[src/rtl/csram_scheduler.sv]
// Sweeps every CSRAM neuron word on a tick: read, hand to the neuron unit, write back the updated field.
// 4 cycles per neuron minimum plus one DONE cycle; the neuron unit stalls WAIT indefinitely, cfg writes only in IDLE.
module csram_scheduler #(
  parameter int NUM_NEURONS = 256,
  parameter int WIDTH       = 367,
  parameter int WRITE_INDEX = 102,
  parameter int WRITE_WIDTH = 9,
  localparam int AW = (NUM_NEURONS > 1) ? $clog2(NUM_NEURONS) : 1
) (
  input  logic                   clk,
  input  logic                   rst,
  input  logic                   tick,
  input  logic                   cfg_valid,
  output logic                   cfg_ready,
  input  logic [AW-1:0]          cfg_addr,
  input  logic [WIDTH-1:0]       cfg_data,
  output logic                   neu_valid,
  output logic [AW-1:0]          neu_index,
  output logic [WIDTH-1:0]       neu_params,
  input  logic                   upd_valid,
  input  logic [WRITE_WIDTH-1:0] upd_field,
  output logic                   csram_wen,
  output logic [AW-1:0]          csram_address,
  output logic [WIDTH-1:0]       csram_data_in,
  input  logic [WIDTH-1:0]       csram_data_out,
  output logic                   sweep_done,
  output logic                   overrun
);

  typedef enum logic [2:0] {
    IDLE   = 3'd0,
    CFG_WR = 3'd1,
    RD     = 3'd2,
    LATCH  = 3'd3,
    WAIT   = 3'd4,
    WR     = 3'd5,
    DONE   = 3'd6
  } state_t;

  state_t                 state;
  state_t                 state_nxt;
  logic [AW-1:0]          idx;
  logic [AW-1:0]          idx_nxt;
  logic                   tick_pending;
  logic                   pending_nxt;
  logic [AW-1:0]          cfg_addr_q;
  logic [WIDTH-1:0]       cfg_data_q;
  logic [WIDTH-1:0]       param_q;
  logic [WRITE_WIDTH-1:0] field_q;
  logic [WIDTH-1:0]       wr_word;
  logic                   cfg_accept;
  logic                   last_idx;
  logic                   sweep_busy;

  assign cfg_accept = cfg_valid && cfg_ready;
  assign last_idx   = (idx == AW'(NUM_NEURONS - 1));
  assign sweep_busy = (state == RD) || (state == LATCH) || (state == WAIT) ||
                      (state == WR) || (state == DONE);

  // State register.
  always_ff @(posedge clk or negedge rst) begin
    if (!rst) begin
      state        <= IDLE;
      idx          <= '0;
      tick_pending <= 1'b0;
    end else begin
      state        <= state_nxt;
      idx          <= idx_nxt;
      tick_pending <= pending_nxt;
    end
  end

  // Next-state logic.
  always_comb begin
    state_nxt   = state;
    idx_nxt     = idx;
    pending_nxt = tick_pending;
    case (state)
      IDLE: begin
        if (cfg_accept) begin
          state_nxt = CFG_WR;
          if (tick) pending_nxt = 1'b1;
        end else if (tick || tick_pending) begin
          pending_nxt = 1'b0;
          idx_nxt     = '0;
          state_nxt   = RD;
        end
      end
      CFG_WR: begin
        if (tick || tick_pending) begin
          pending_nxt = 1'b0;
          idx_nxt     = '0;
          state_nxt   = RD;
        end else begin
          state_nxt = IDLE;
        end
      end
      RD:    state_nxt = LATCH;
      LATCH: state_nxt = WAIT;
      WAIT:  if (upd_valid) state_nxt = WR;
      WR: begin
        if (last_idx) begin
          state_nxt = DONE;
        end else begin
          idx_nxt   = idx + AW'(1);
          state_nxt = RD;
        end
      end
      DONE:    state_nxt = IDLE;
      default: state_nxt = IDLE;
    endcase
  end

  // Datapath captures; cfg_ready is registered so it reads 0 while reset is held.
  always_ff @(posedge clk or negedge rst) begin
    if (!rst) begin
      cfg_addr_q <= '0;
      cfg_data_q <= '0;
      param_q    <= '0;
      field_q    <= '0;
      overrun    <= 1'b0;
      cfg_ready  <= 1'b0;
    end else begin
      if ((state == IDLE) && cfg_accept) begin
        cfg_addr_q <= cfg_addr;
        cfg_data_q <= cfg_data;
      end
      if (state == LATCH) param_q <= csram_data_out;
      if ((state == WAIT) && upd_valid) field_q <= upd_field;
      if (tick && sweep_busy) overrun <= 1'b1;
      cfg_ready <= (state_nxt == IDLE);
    end
  end

  always_comb begin
    wr_word = param_q;
    wr_word[WRITE_INDEX +: WRITE_WIDTH] = field_q;
  end

  assign neu_index  = idx;
  assign neu_params = param_q;

  // Output decode.
  always_comb begin
    csram_wen     = 1'b0;
    csram_address = '0;
    csram_data_in = '0;
    neu_valid     = 1'b0;
    sweep_done    = 1'b0;
    case (state)
      CFG_WR: begin
        csram_wen     = 1'b1;
        csram_address = cfg_addr_q;
        csram_data_in = cfg_data_q;
      end
      RD, LATCH: csram_address = idx;
      WAIT: begin
        neu_valid     = 1'b1;
        csram_address = idx;
      end
      WR: begin
        csram_wen     = 1'b1;
        csram_address = idx;
        csram_data_in = wr_word;
      end
      DONE:    sweep_done = 1'b1;
      default: ;
    endcase
  end

endmodule
[config.mk]
export PLATFORM = sky130hd
export DESIGN_NAME = csram_scheduler
export DESIGN_NICKNAME = d
export VERILOG_FILES = /design/src/rtl/csram_scheduler.sv
export SDC_FILE = /design/constraint.sdc
export NUM_CORES = 2
export LEC_CHECK = 0
export ABC_CLOCK_PERIOD_IN_PS = 2900
export BUFFER_PORTS_ARGS = -buffer_cell sky130_fd_sc_hd__buf_2
export CAP_MARGIN = 20
export CORE_AREA = 5 5 582 584
export CTS_CLUSTER_DIAMETER = 150
export CTS_CLUSTER_SIZE = 8
export DETAILED_ROUTE_END_ITERATION = 8
export DIE_AREA = 0 0 587 589
export GPL_TIMING_DRIVEN = 1
export PLACE_DENSITY_LB_ADDON = 0.1
export SLEW_MARGIN = 20
export SYNTH_ARGS = -nofsm -noshare
export SYNTH_HDL_FRONTEND = slang
export SYNTH_SLANG_ARGS = --single-unit
[constraint.sdc]
create_clock -name clk -period 2.9 [get_ports clk]
set_input_delay 0.145 -clock clk [delete_from_list [all_inputs] [get_ports clk]]
set_output_delay 0.145 -clock clk [all_outputs]
set_load 0.01 [all_outputs]
==> flow_summary.yaml <==
critical_path:
  cp_top_family: "flip-flops"
  cp-end-kind: "output pin"
  slowest_delay_ns: 0.53
  crit_type: "reg2out"
  crit_slowest_cell: "dfrtp_4"
  crit_buf_inv: 2
  worstPathCellList: "buf_12 > mux2i_1 > nor2_1 > buf_2"
  worstPathRequired_ns: 2.76
  crit_fanout: 57
  startpoint_type: "register"
  arrival_ns: 2.58
grt:
  grt-ovfl-total: 0
  grt_pass1_wl_mm: 323
  grt_pass1_vias: 34012
  track_usage: 0.135
  antenna_found_initial: 83
  grt_start_max_net_pins: 72
clock_tree:
  clkLatencyLatePin_ns: 0.82
  root_buffer: "clkbuf_16"
  clock_path_buffers: 4
  cts_sinks: 765
  htreeDepth: 3
  cts_tree: "yes"
  cts_buffers: 112
  clk_pin_slew_worst_paths_ns: 0.06
route:
  dr_wl_met2_mm: 116
  detail-route-antenna-nets: 0
  drc_errors: 0
  top_layer: "met5"
  wl_per_cell_um: 25.7
  drt_iter0_drc: 1029
  wl_met1_mm: 104
  totalWireLength_mm: 240
  drtPass1Iterations: 6
  met3_length_mm: 16.4
  vias: 30292
  viasPerCell: 3.24
timing:
  rsz0062_at_grt: "yes"
  fmax_mhz: 367
  skew_ns: 0.0273
  drv_slew: 0
  maxSlewHeadroom: 0.487
  worstMarginPinSlew_ns: 0.765
  hold_viol: 0
  setup_viol: 0
  fin_crit_ns: 2.72
  fin_crit_sh: 0.939
placed_design:
  gp_congestion: 0.803
  hpwl_mm: 193
  portBuffers: 1510
  place_inst: 8342
  dpl_cell_area_um2: 47500
yosys:
  yosysMostFrequentCell: "dfrtp_1"
  synth_commonest_cells: "dfrtp_1 (765), mux2_2 (752), nor2_1 (376)"
  ys_top_cells_by_area: "dfrtp_1 (56%), mux2_2 (25%), mux2i_1 (11%), nor2_1 (4.1%), buf_2 (1.6%)"
  synth_largest_type_area_fraction: 0.563
  yosysUniqueCellTypes: 37
  syn_inst: 2516
  synth-edff-count: 0
  syn-num-nets: 3273
  yosys_warnings: 0
  syn_area_um2: 34000
  yosys.area.top_type: "dfrtp_1"
  synth_seq_cells: 765
  async_flop_share: 1.00
  syn_avg_cell_area_um2: 13.5
  synth_seq_area_share: 0.563
  synth-main-ff-cell: "dfrtp_1"
floorplan:
  core.rowCount: 212
  start_util: 0.102
  die_h_um: 589
  die-area_um2: 346000
  coreArea_um2: 333000
  ios: 1511
  dieWidth_um: 587
layout:
  fillers: 37070
  postLayoutCellArea_um2: 59300
  area_growth_pct: 74.4
  multi_input_area_um2: 14200
  seqCellArea_um2: 19100
  layout.cells.non_filler: 9343
  post_route_cells_drive_above_1_share: 0.513
  layout.nets: 5670
power_and_ir_drop:
  internal-power_mw: 35.1
  seqPwrFrac: 0.353
  swShare: 0.419
  power_density_nw_per_um2: 1020
  clkPwrFrac: 0.205
  irDropWorstVdd_mv: 0.406
  p_comb_frac: 0.442
  p_leak_nw: 26.3
  p_sw_mw: 25.3
job:
  drv_cap: 0
status:
  outcome: "finished, final reports clean"
worst_hold_path:
  hold_class: "in2reg"
power by group through the flow:
stage	registers, mW	logic [mW]	clock network [mW]
2_1_floorplan	20.1	12.2	0
3_3_place_gp	21.7	26.0	0
3_5_place_dp	21.7	25.9	0
4_1_cts	21.6	27.8	13.2
5_1_grt	22.2	28.9	13.4
6_report	21.4	26.7	12.4
stage by stage:
stage	TNS [ns]	hold slack [ns]	util	setup slack, ns	power, mW
after floorplan	0	-0.151	-	1.18	32.3
final	0	0.113	0.178	0.178	60.5
after global placement	0	0.0981	0.143	0.462	47.8
after global routing	-0.00229	0.0333	0.178	-0.00229	64.5
after CTS	0	0.000262	0.178	0.00427	62.7
after detailed placement	0	0.0972	0.143	0.401	47.7
area by class of cell:
| cell class | count | share of cell area |
|---|---|---|
| clock inverters | 6 | 0.00143 |
| well taps | 4387 | 0.0925 |
| repair buffers | 2455 | 0.295 |
| clock buffers | 117 | 0.0481 |
| inverters | 4 | 0.000253 |
| flip-flops and latches | 765 | 0.323 |
| multi-input cells | 1575 | 0.239 |
| diodes | 34 | 0.00143 |
sequential cells by signal, indices dropped and copies added (netlist names):
register      flops
cfg_data_q      367
neu_params      367
field_q           9
cfg_addr_q        8
neu_index         8
state             3
cfg_ready         1
overrun           1
tick_pending      1
per-layer routing:
layer / up-vias / global-route usage
li1: 13635 / -
met1: 15274 / 0.168
met5: - / 0
met4: 24 / 0.0259
met2: 1125 / 0.231
met3: 234 / 0.0396
kinds of logic after synthesis:
| logic type | synth area share |
|---|---|
| and+or+nand+nor | 0.0482 |
| muxes | 0.357 |
| adders and majority gates | 0.000368 |
| DFF | 0.563 |
| AOI/OAI and AO/OA | 0.00772 |
| buffers and inverters | 0.0240 |
worst reg2reg max path: cells and delay by family, from the launching register on:
family | cells | cell delay, ns
flip-flops | 1 | 0.50
AND/OR/NAND/NOR | 2 | 0.41
multiplexers | 1 | 0.37
buffers and inverters | 3 | 1.06
cell usage in the layout, fill, tap and decap left out, types with 4 or more instances in the layout:
cell	n
o22a_1	4
diode_2	34
buf_6	6
nand2_1	13
nor2_2	4
mux2i_1	354
buf_12	36
nor2_1	372
mux2i_2	11
o21ai_0	12
buf_4	60
nand3_1	4
nor3_1	5
clkbuf_16	113
buf_2	1508
dfrtp_1	763
bufbuf_16	4
buf_16	8
dlygate4sd3_1	830
mux2_2	752
a22oi_1	8
final timing paths:
kind / startpoint / to / slack [ns] / depth (start not counted)
max: state[2] / csram_data_in[67] / 0.18 / 4
min: csram_data_out[313] / neu_params[313] / 0.11 / 3
max reg2reg: state[1] / field_q[4] / 0.46 / 6
min reg2reg: overrun / overrun / 0.47 / 1
max in group asynchronous: rst / neu_params[237] / 1.58 / 5
min in group asynchronous: rst / cfg_data_q[182] / 0.58 / 4
repair_timing:
action	CTS	global route
setup buffers	8	0
resized for setup	50	0
hold buffers	831	0
hold endpoints to repair	1338	0
cloned	6	0
setup endpoints to repair	345	7
pin swaps	3	0
Note: power is estimated with default switching activity, not from simulation.
